===== src/rtl/mfp_ahb_pkg.sv =====
// Shared AHB-Lite codes and FSM encoding for the wait-state RAM slave.
package mfp_ahb_pkg;

  localparam int unsigned DATA_W = 32;
  localparam int unsigned LANES  = 4;
  localparam int unsigned WCNT_W = 4;

  typedef enum logic [1:0] {
    HTRANS_IDLE   = 2'b00,
    HTRANS_BUSY   = 2'b01,
    HTRANS_NONSEQ = 2'b10,
    HTRANS_SEQ    = 2'b11
  } htrans_e;

  typedef enum logic [2:0] {
    HSIZE_BYTE = 3'd0,
    HSIZE_HALF = 3'd1,
    HSIZE_WORD = 3'd2
  } hsize_e;

  localparam logic HRESP_OKAY  = 1'b0;
  localparam logic HRESP_ERROR = 1'b1;

  typedef enum logic [2:0] {
    ST_IDLE = 3'd0,
    ST_WAIT = 3'd1,
    ST_LAST = 3'd2,
    ST_ERR1 = 3'd3,
    ST_ERR2 = 3'd4
  } state_e;

endpackage


===== src/rtl/mfp_ram_be.sv =====
// Word-organised storage with asynchronous read and per-byte-lane synchronous write.
module mfp_ram_be
  import mfp_ahb_pkg::*;
#(
  parameter int unsigned ADDR_WIDTH = 6
) (
  input  logic                    clk_i,
  input  logic                    we_i,
  input  logic [LANES-1:0]        be_i,
  input  logic [ADDR_WIDTH-3:0]   waddr_i,
  input  logic [DATA_W-1:0]       wdata_i,
  input  logic [ADDR_WIDTH-3:0]   raddr_i,
  output logic [DATA_W-1:0]       rdata_o
);

  localparam int unsigned DEPTH = 2 ** (ADDR_WIDTH - 2);

  logic [DATA_W-1:0] mem_q [DEPTH];

  assign rdata_o = mem_q[raddr_i];

  // Contents are deliberately not reset.
  always_ff @(posedge clk_i) begin
    for (int l = 0; l < int'(LANES); l++) begin
      if (we_i && be_i[l]) begin
        mem_q[waddr_i][8*l +: 8] <= wdata_i[8*l +: 8];
      end
    end
  end

endmodule


===== src/rtl/mfp_ahb_ram_wait.sv =====
// AHB-Lite RAM slave with a fixed number of wait states per OKAY data phase
// and a two-cycle ERROR response for misaligned or oversized transfers.
module mfp_ahb_ram_wait
  import mfp_ahb_pkg::*;
#(
  parameter int unsigned ADDR_WIDTH  = 6,
  parameter int unsigned WAIT_STATES = 1
) (
  input  logic              HCLK,
  input  logic              HRESET,
  input  logic [31:0]       HADDR,
  input  logic [2:0]        HBURST,
  input  logic              HMASTLOCK,
  input  logic [3:0]        HPROT,
  input  logic              HSEL,
  input  logic [2:0]        HSIZE,
  input  logic [1:0]        HTRANS,
  input  logic [31:0]       HWDATA,
  input  logic              HWRITE,
  input  logic              HREADY,
  output logic [31:0]       HRDATA,
  output logic              HREADYOUT,
  output logic              HRESP,
  input  logic              SI_Endian
);

  localparam int unsigned WORD_AW = ADDR_WIDTH - 2;
  localparam logic [WCNT_W-1:0] WAIT_LOAD =
    (WAIT_STATES > 0) ? WCNT_W'(WAIT_STATES - 1) : '0;

  state_e                  state_q, state_d;
  logic [WCNT_W-1:0]       cnt_q, cnt_d;
  logic [ADDR_WIDTH-1:0]   addr_q, addr_d;
  logic [2:0]              size_q, size_d;
  logic                    write_q, write_d;
  logic [DATA_W-1:0]       rdata_q, rdata_d;
  logic                    hready_q, hready_d;
  logic                    hresp_q, hresp_d;

  logic                    accept_c;
  logic                    illegal_c;
  logic                    wr_en_c;
  logic [LANES-1:0]        be_c;
  logic [WORD_AW-1:0]      rd_word_c;
  logic                    rd_is_read_c;
  logic [DATA_W-1:0]       mem_rdata_c;
  logic                    unused_c;

  assign unused_c = ^{HBURST, HMASTLOCK, HPROT, SI_Endian,
                      HADDR[31:ADDR_WIDTH], HTRANS[0]};

  // Address phases are only taken when this slave is not stalling the bus.
  assign accept_c = HSEL && HTRANS[1] && HREADY && !HRESET &&
                    (state_q == ST_IDLE || state_q == ST_LAST || state_q == ST_ERR2);

  assign illegal_c = (HSIZE > HSIZE_WORD) ||
                     ((HSIZE == HSIZE_HALF) && HADDR[0]) ||
                     ((HSIZE == HSIZE_WORD) && (HADDR[1:0] != 2'b00));

  assign wr_en_c = (state_q == ST_LAST) && write_q && !HRESET;

  always_comb begin
    be_c = 4'b1111;
    case (size_q)
      HSIZE_BYTE: be_c = 4'b0001 << addr_q[1:0];
      HSIZE_HALF: be_c = addr_q[1] ? 4'b1100 : 4'b0011;
      default:    be_c = 4'b1111;
    endcase
  end

  // Read address comes from the held address after waits, else straight off the bus.
  assign rd_word_c    = (state_q == ST_WAIT) ? addr_q[ADDR_WIDTH-1:2] : HADDR[ADDR_WIDTH-1:2];
  assign rd_is_read_c = (state_q == ST_WAIT) ? !write_q : !HWRITE;

  mfp_ram_be #(
    .ADDR_WIDTH (ADDR_WIDTH)
  ) u_ram (
    .clk_i   (HCLK),
    .we_i    (wr_en_c),
    .be_i    (be_c),
    .waddr_i (addr_q[ADDR_WIDTH-1:2]),
    .wdata_i (HWDATA),
    .raddr_i (rd_word_c),
    .rdata_o (mem_rdata_c)
  );

  always_comb begin
    state_d  = state_q;
    cnt_d    = cnt_q;
    addr_d   = addr_q;
    size_d   = size_q;
    write_d  = write_q;
    rdata_d  = rdata_q;
    case (state_q)
      ST_WAIT: begin
        if (cnt_q == '0) state_d = ST_LAST;
        else             cnt_d   = cnt_q - WCNT_W'(1);
      end
      ST_ERR1: state_d = ST_ERR2;
      default: begin
        state_d = ST_IDLE;
        if (accept_c) begin
          addr_d  = HADDR[ADDR_WIDTH-1:0];
          size_d  = HSIZE;
          write_d = HWRITE;
          if (illegal_c) begin
            state_d = ST_ERR1;
          end else if (WAIT_STATES > 0) begin
            state_d = ST_WAIT;
            cnt_d   = WAIT_LOAD;
          end else begin
            state_d = ST_LAST;
          end
        end
      end
    endcase

    // A write committing on the same edge forwards its enabled lanes into the read.
    if (state_d == ST_LAST && rd_is_read_c) begin
      for (int l = 0; l < int'(LANES); l++) begin
        if (wr_en_c && be_c[l] && (addr_q[ADDR_WIDTH-1:2] == rd_word_c))
          rdata_d[8*l +: 8] = HWDATA[8*l +: 8];
        else
          rdata_d[8*l +: 8] = mem_rdata_c[8*l +: 8];
      end
    end

    hready_d = !(state_d == ST_WAIT || state_d == ST_ERR1);
    hresp_d  = (state_d == ST_ERR1 || state_d == ST_ERR2) ? HRESP_ERROR : HRESP_OKAY;
  end

  always_ff @(posedge HCLK) begin
    if (HRESET) begin
      state_q  <= ST_IDLE;
      cnt_q    <= '0;
      addr_q   <= '0;
      size_q   <= '0;
      write_q  <= 1'b0;
      rdata_q  <= '0;
      hready_q <= 1'b1;
      hresp_q  <= HRESP_OKAY;
    end else begin
      state_q  <= state_d;
      cnt_q    <= cnt_d;
      addr_q   <= addr_d;
      size_q   <= size_d;
      write_q  <= write_d;
      rdata_q  <= rdata_d;
      hready_q <= hready_d;
      hresp_q  <= hresp_d;
    end
  end

  assign HRDATA    = rdata_q;
  assign HREADYOUT = hready_q;
  assign HRESP     = hresp_q;

endmodule


===== config.mk =====
export PLATFORM = sky130hd
export DESIGN_NAME = mfp_ahb_ram_wait
export DESIGN_NICKNAME = d
export VERILOG_FILES = /design/src/rtl/mfp_ahb_pkg.sv /design/src/rtl/mfp_ram_be.sv /design/src/rtl/mfp_ahb_ram_wait.sv
export SDC_FILE = /design/constraint.sdc
export NUM_CORES = 1
export LEC_CHECK = 0
export CORE_MARGIN = 8
export CORE_UTILIZATION = 59
export DETAILED_ROUTE_END_ITERATION = 8
export GPL_TIMING_DRIVEN = 0
export PLACE_DENSITY = 0.76
export SLEW_MARGIN = 10
export SYNTH_ARGS = -nofsm -noshare
export SYNTH_HDL_FRONTEND = slang
export SYNTH_HIERARCHICAL = 1
export SYNTH_SLANG_ARGS = --single-unit

===== constraint.sdc =====
create_clock -name HCLK -period 2.9 [get_ports HCLK]
set_input_delay 0.58 -clock HCLK [delete_from_list [all_inputs] [get_ports HCLK]]
set_output_delay 0.58 -clock HCLK [all_outputs]
set_load 0.02 [all_outputs]

==> out/metrics.yaml <==
status: "completed"
drtPass1Iterations: 5
cts_inserted_buffers: 54
worstHoldPathType: "reg -> reg"
end_kind: "register"
holdCritStartpoint: "HRDATA[21]"
worstSetupPathType: "in -> reg"
final_area_um2: 24800
gp_congestion: 0.820
synth_edf_count: 512
wl_per_cell_um: 27.4
rows: 70
cts_root_buffer: "clkbuf_16"
syn_to_final_growth_pct: 15.8
slowest_delay_ps: 720
slowest_stage: "nor2_1"
synthCells: 1110
power.total_w: 0.0167
drv_cap: 0
synth-main-ff-cell: "edfxtp_1"
clock_skew_ps: 21.7
nets: 1329
drive_above_1_share_pct: 22.7
r2r-end: "HRDATA[13]"
grt_antenna_before_repair: 1
clkSlewWorstSetupHoldPaths_ps: 60
vias: 11198
grt-busiest-layer: "met2"
core_area_um2: 36300
die_y_um: 207
via_per_inst: 6.37
gr-usage-all-layers_pct: 23.1
synth.area.top_cells: "edfxtp_1, mux4_2, dfxtp_1, a22oi_1, nand2_1"
min_delay_worst_endpoint: "HRDATA[21]"
grtUsageMet2_pct: 38.4
max_slew_margin_pct: 31.4
synth_top_area_cell: "edfxtp_1"
postCtsSetupRepairBufs: 0
report.final.slew_viol_count: 0
yosysWarnings: 6
cp_top_family: "simple AND/OR/NAND/NOR gates"
crit_path_frequent_cell: "clkbuf_1"
reg2reg_slack_ps: 110
max_freq_mhz: 348
fin_setup_tns_ps: 0
power_leakage_nw: 7.88
synth_top_area_share_pct: 71.6
utilization_pct: 68.5
peakVddDrop_mv: 0.515
grt_max_degree: 17
start_util_pct: 59.2
grt_use_met1_pct: 29.2
grt_pass1_wl_mm: 71.7
seqCellArea_um2: 16400
ys_async_sr_fraction_pct: 0
grt_pass1_vias: 11546
holdBufCountCts: 0
holdWs_ps: 453
die_x_um: 207
pin_count: 117
avgSynthCellArea_um2: 19.3
drt_iter0_drc: 1076
dpl_cell_area_um2: 22800
synth.most_common_cell: "edfxtp_1"
rsz0062_at_grt: "true"
reg2reg_depth: 10
htree_levels: 2
synth_cell_types: 36
cts.sinks: 563
die_area_um2: 42700
critical_path_arrival_ps: 3070
timing.final.setup_violations: 0
drcViolationCount: 0
cp-start-kind: "primary input"
holdPathStages: 2
final.period_utilization_pct: 99.1
cp_num_buf_inv: 2
hold_viol: 0
cts_tree: "built"
worstPathMaxFanout: 10
ys_ff_latch: 563
multi_input_area_um2: 4830
clock_path_buffers: 3
ant_nets: 0
dp_hpwl_mm: 30.8
grt_overflow: 0
clk_latency_ps: 580
synth_seq_area_share_pct: 76.4
reg2reg_from: "state_q[0]"
filler_cell_count: 2293
min_period_ps: 2870
tightest_slew_ps: 1030
met3_usage_pct: 5.74
path_cells: "clkbuf_1 -> nand2b_1 -> nor4b_2 -> nand2_1 -> clkbuf_1 -> nor2_1"
drt-total-wl_mm: 48.1
critPathRequiredTime_ps: 3100
powerDensity_nw_per_um2: 673
syn_area_um2: 21500
netlist_top_cells_count: "edfxtp_1, mux4_2, nand2_1"
port_buffers: 79
syn_nets: 1195
worst min-delay path: cells and delay by family (launching register included):
| family | cells | cell delay (ps) |
|---|---|---|
| AND/OR/NAND/NOR | 1 | 50 |
| flip-flops | 1 | 310 |
| AO/OA/AOI/OAI | 1 | 50 |
power by group:
part,leakage (nW),internal [W],switching (W)
Combinational,2.01,0.000390,0.000515
Clock,0.862,0.00409,0.00285
Sequential,5.01,0.00886,0.0000121
flip-flops by register name (all words and copies together) (netlist names):
| name | count |
|---|---|
| state_q | 3 |
| HRDATA | 32 |
| cnt_q | 4 |
| addr_q | 6 |
| HREADYOUT | 1 |
| HRESP | 1 |
| write_q | 1 |
| u_ram/mem_q | 512 |
| size_q | 3 |
routing by layer:
layer	vias to the layer above	routed length [um]
li1	4725	-
met1	5805	18000
met2	571	24300
met3	97	4290
met4	0	1470
met5	-	0
stage by stage:
| step | cells | setup WS (ps) |
|---|---|---|
| 2_1_floorplan | 1110 | 353 |
| 3_3_place_gp | 1657 | -899 |
| 3_5_place_dp | 1657 | -944 |
| 4_1_cts | 1757 | -2.65 |
| 5_1_grt | 1757 | -33.1 |
| 6_report | 1757 | 25.1 |
final cells by class:
type	count	area share [%]
Sequential cell	563	66.0
Clock inverter	26	1.13
Antenna cell	1	0.0101
Timing Repair Buffer	79	3.18
Inverter	4	0.0604
Multi-Input combinational cell	481	19.4
Buffer	61	1.87
Clock buffer	74	5.95
Tap cell	468	2.36
kinds of logic (layout without fill, tap and decap cells):
| family | count (synthesis) | after routing | share of synthesized area (%) |
|---|---|---|---|
| simple gates | 226 | 226 | 4.36 |
| buf+inv | 66 | 244 | 1.56 |
| fa+ha+maj | 2 | 2 | 0.117 |
| other cells | 0 | 1 | 0 |
| mux | 144 | 144 | 14.2 |
| flops | 563 | 563 | 76.4 |
| compound gates | 109 | 109 | 3.36 |
worst max-delay path by stage:
| stage | endpoint | slack, ps | cells after the start | start |
|---|---|---|---|---|
| after CTS | HRDATA[17] | -3 | 10 | state_q[0] |
| after global placement | u_ram/mem_q[12][29] | -900 | 6 | HRESET |
| after detailed placement | u_ram/mem_q[6][27] | -940 | 6 | HRESET |
| after floorplan | u_ram/mem_q[15][0] | 350 | 6 | HRESET |
| after global routing | u_ram/mem_q[9][0] | -30 | 6 | HRESET |
| final | u_ram/mem_q[10][17] | 30 | 6 | HRESET |
what timing repair did:
| action | CTS | global route |
|---|---|---|
| pin swaps | 0 | 0 |
| resized for setup | 49 | 50 |
| setup endpoints to repair | 392 | 67 |
placed cells by master, fill, tap and decap left out, types with 3 or more instances in the layout:
master | Yosys | layout
nor2b_1 | 7 | 7
mux2i_1 | 12 | 12
clkbuf_1 | 27 | 27
clkinv_1 | 0 | 7
inv_1 | 4 | 4
o21ai_0 | 4 | 4
nand2_1 | 112 | 112
nand3_1 | 7 | 7
clkinv_2 | 0 | 10
nor3_1 | 3 | 3
a21oi_1 | 35 | 35
nor2_1 | 82 | 60
bufinv_16 | 0 | 6
clkdlybuf4s50_1 | 0 | 79
dfxtp_1 | 51 | 51
buf_6 | 5 | 11
mux2_2 | 4 | 4
clkbuf_16 | 0 | 55
clkbuf_4 | 0 | 5
nor2_2 | 0 | 22
mux4_2 | 128 | 128
buf_2 | 12 | 12
nor3b_1 | 3 | 3
clkbuf_8 | 0 | 3
edfxtp_1 | 512 | 512
buf_8 | 0 | 6
a22oi_1 | 64 | 56
a22oi_2 | 0 | 8
clkbuf_2 | 0 | 13
Power figures use the tool's default switching activity.
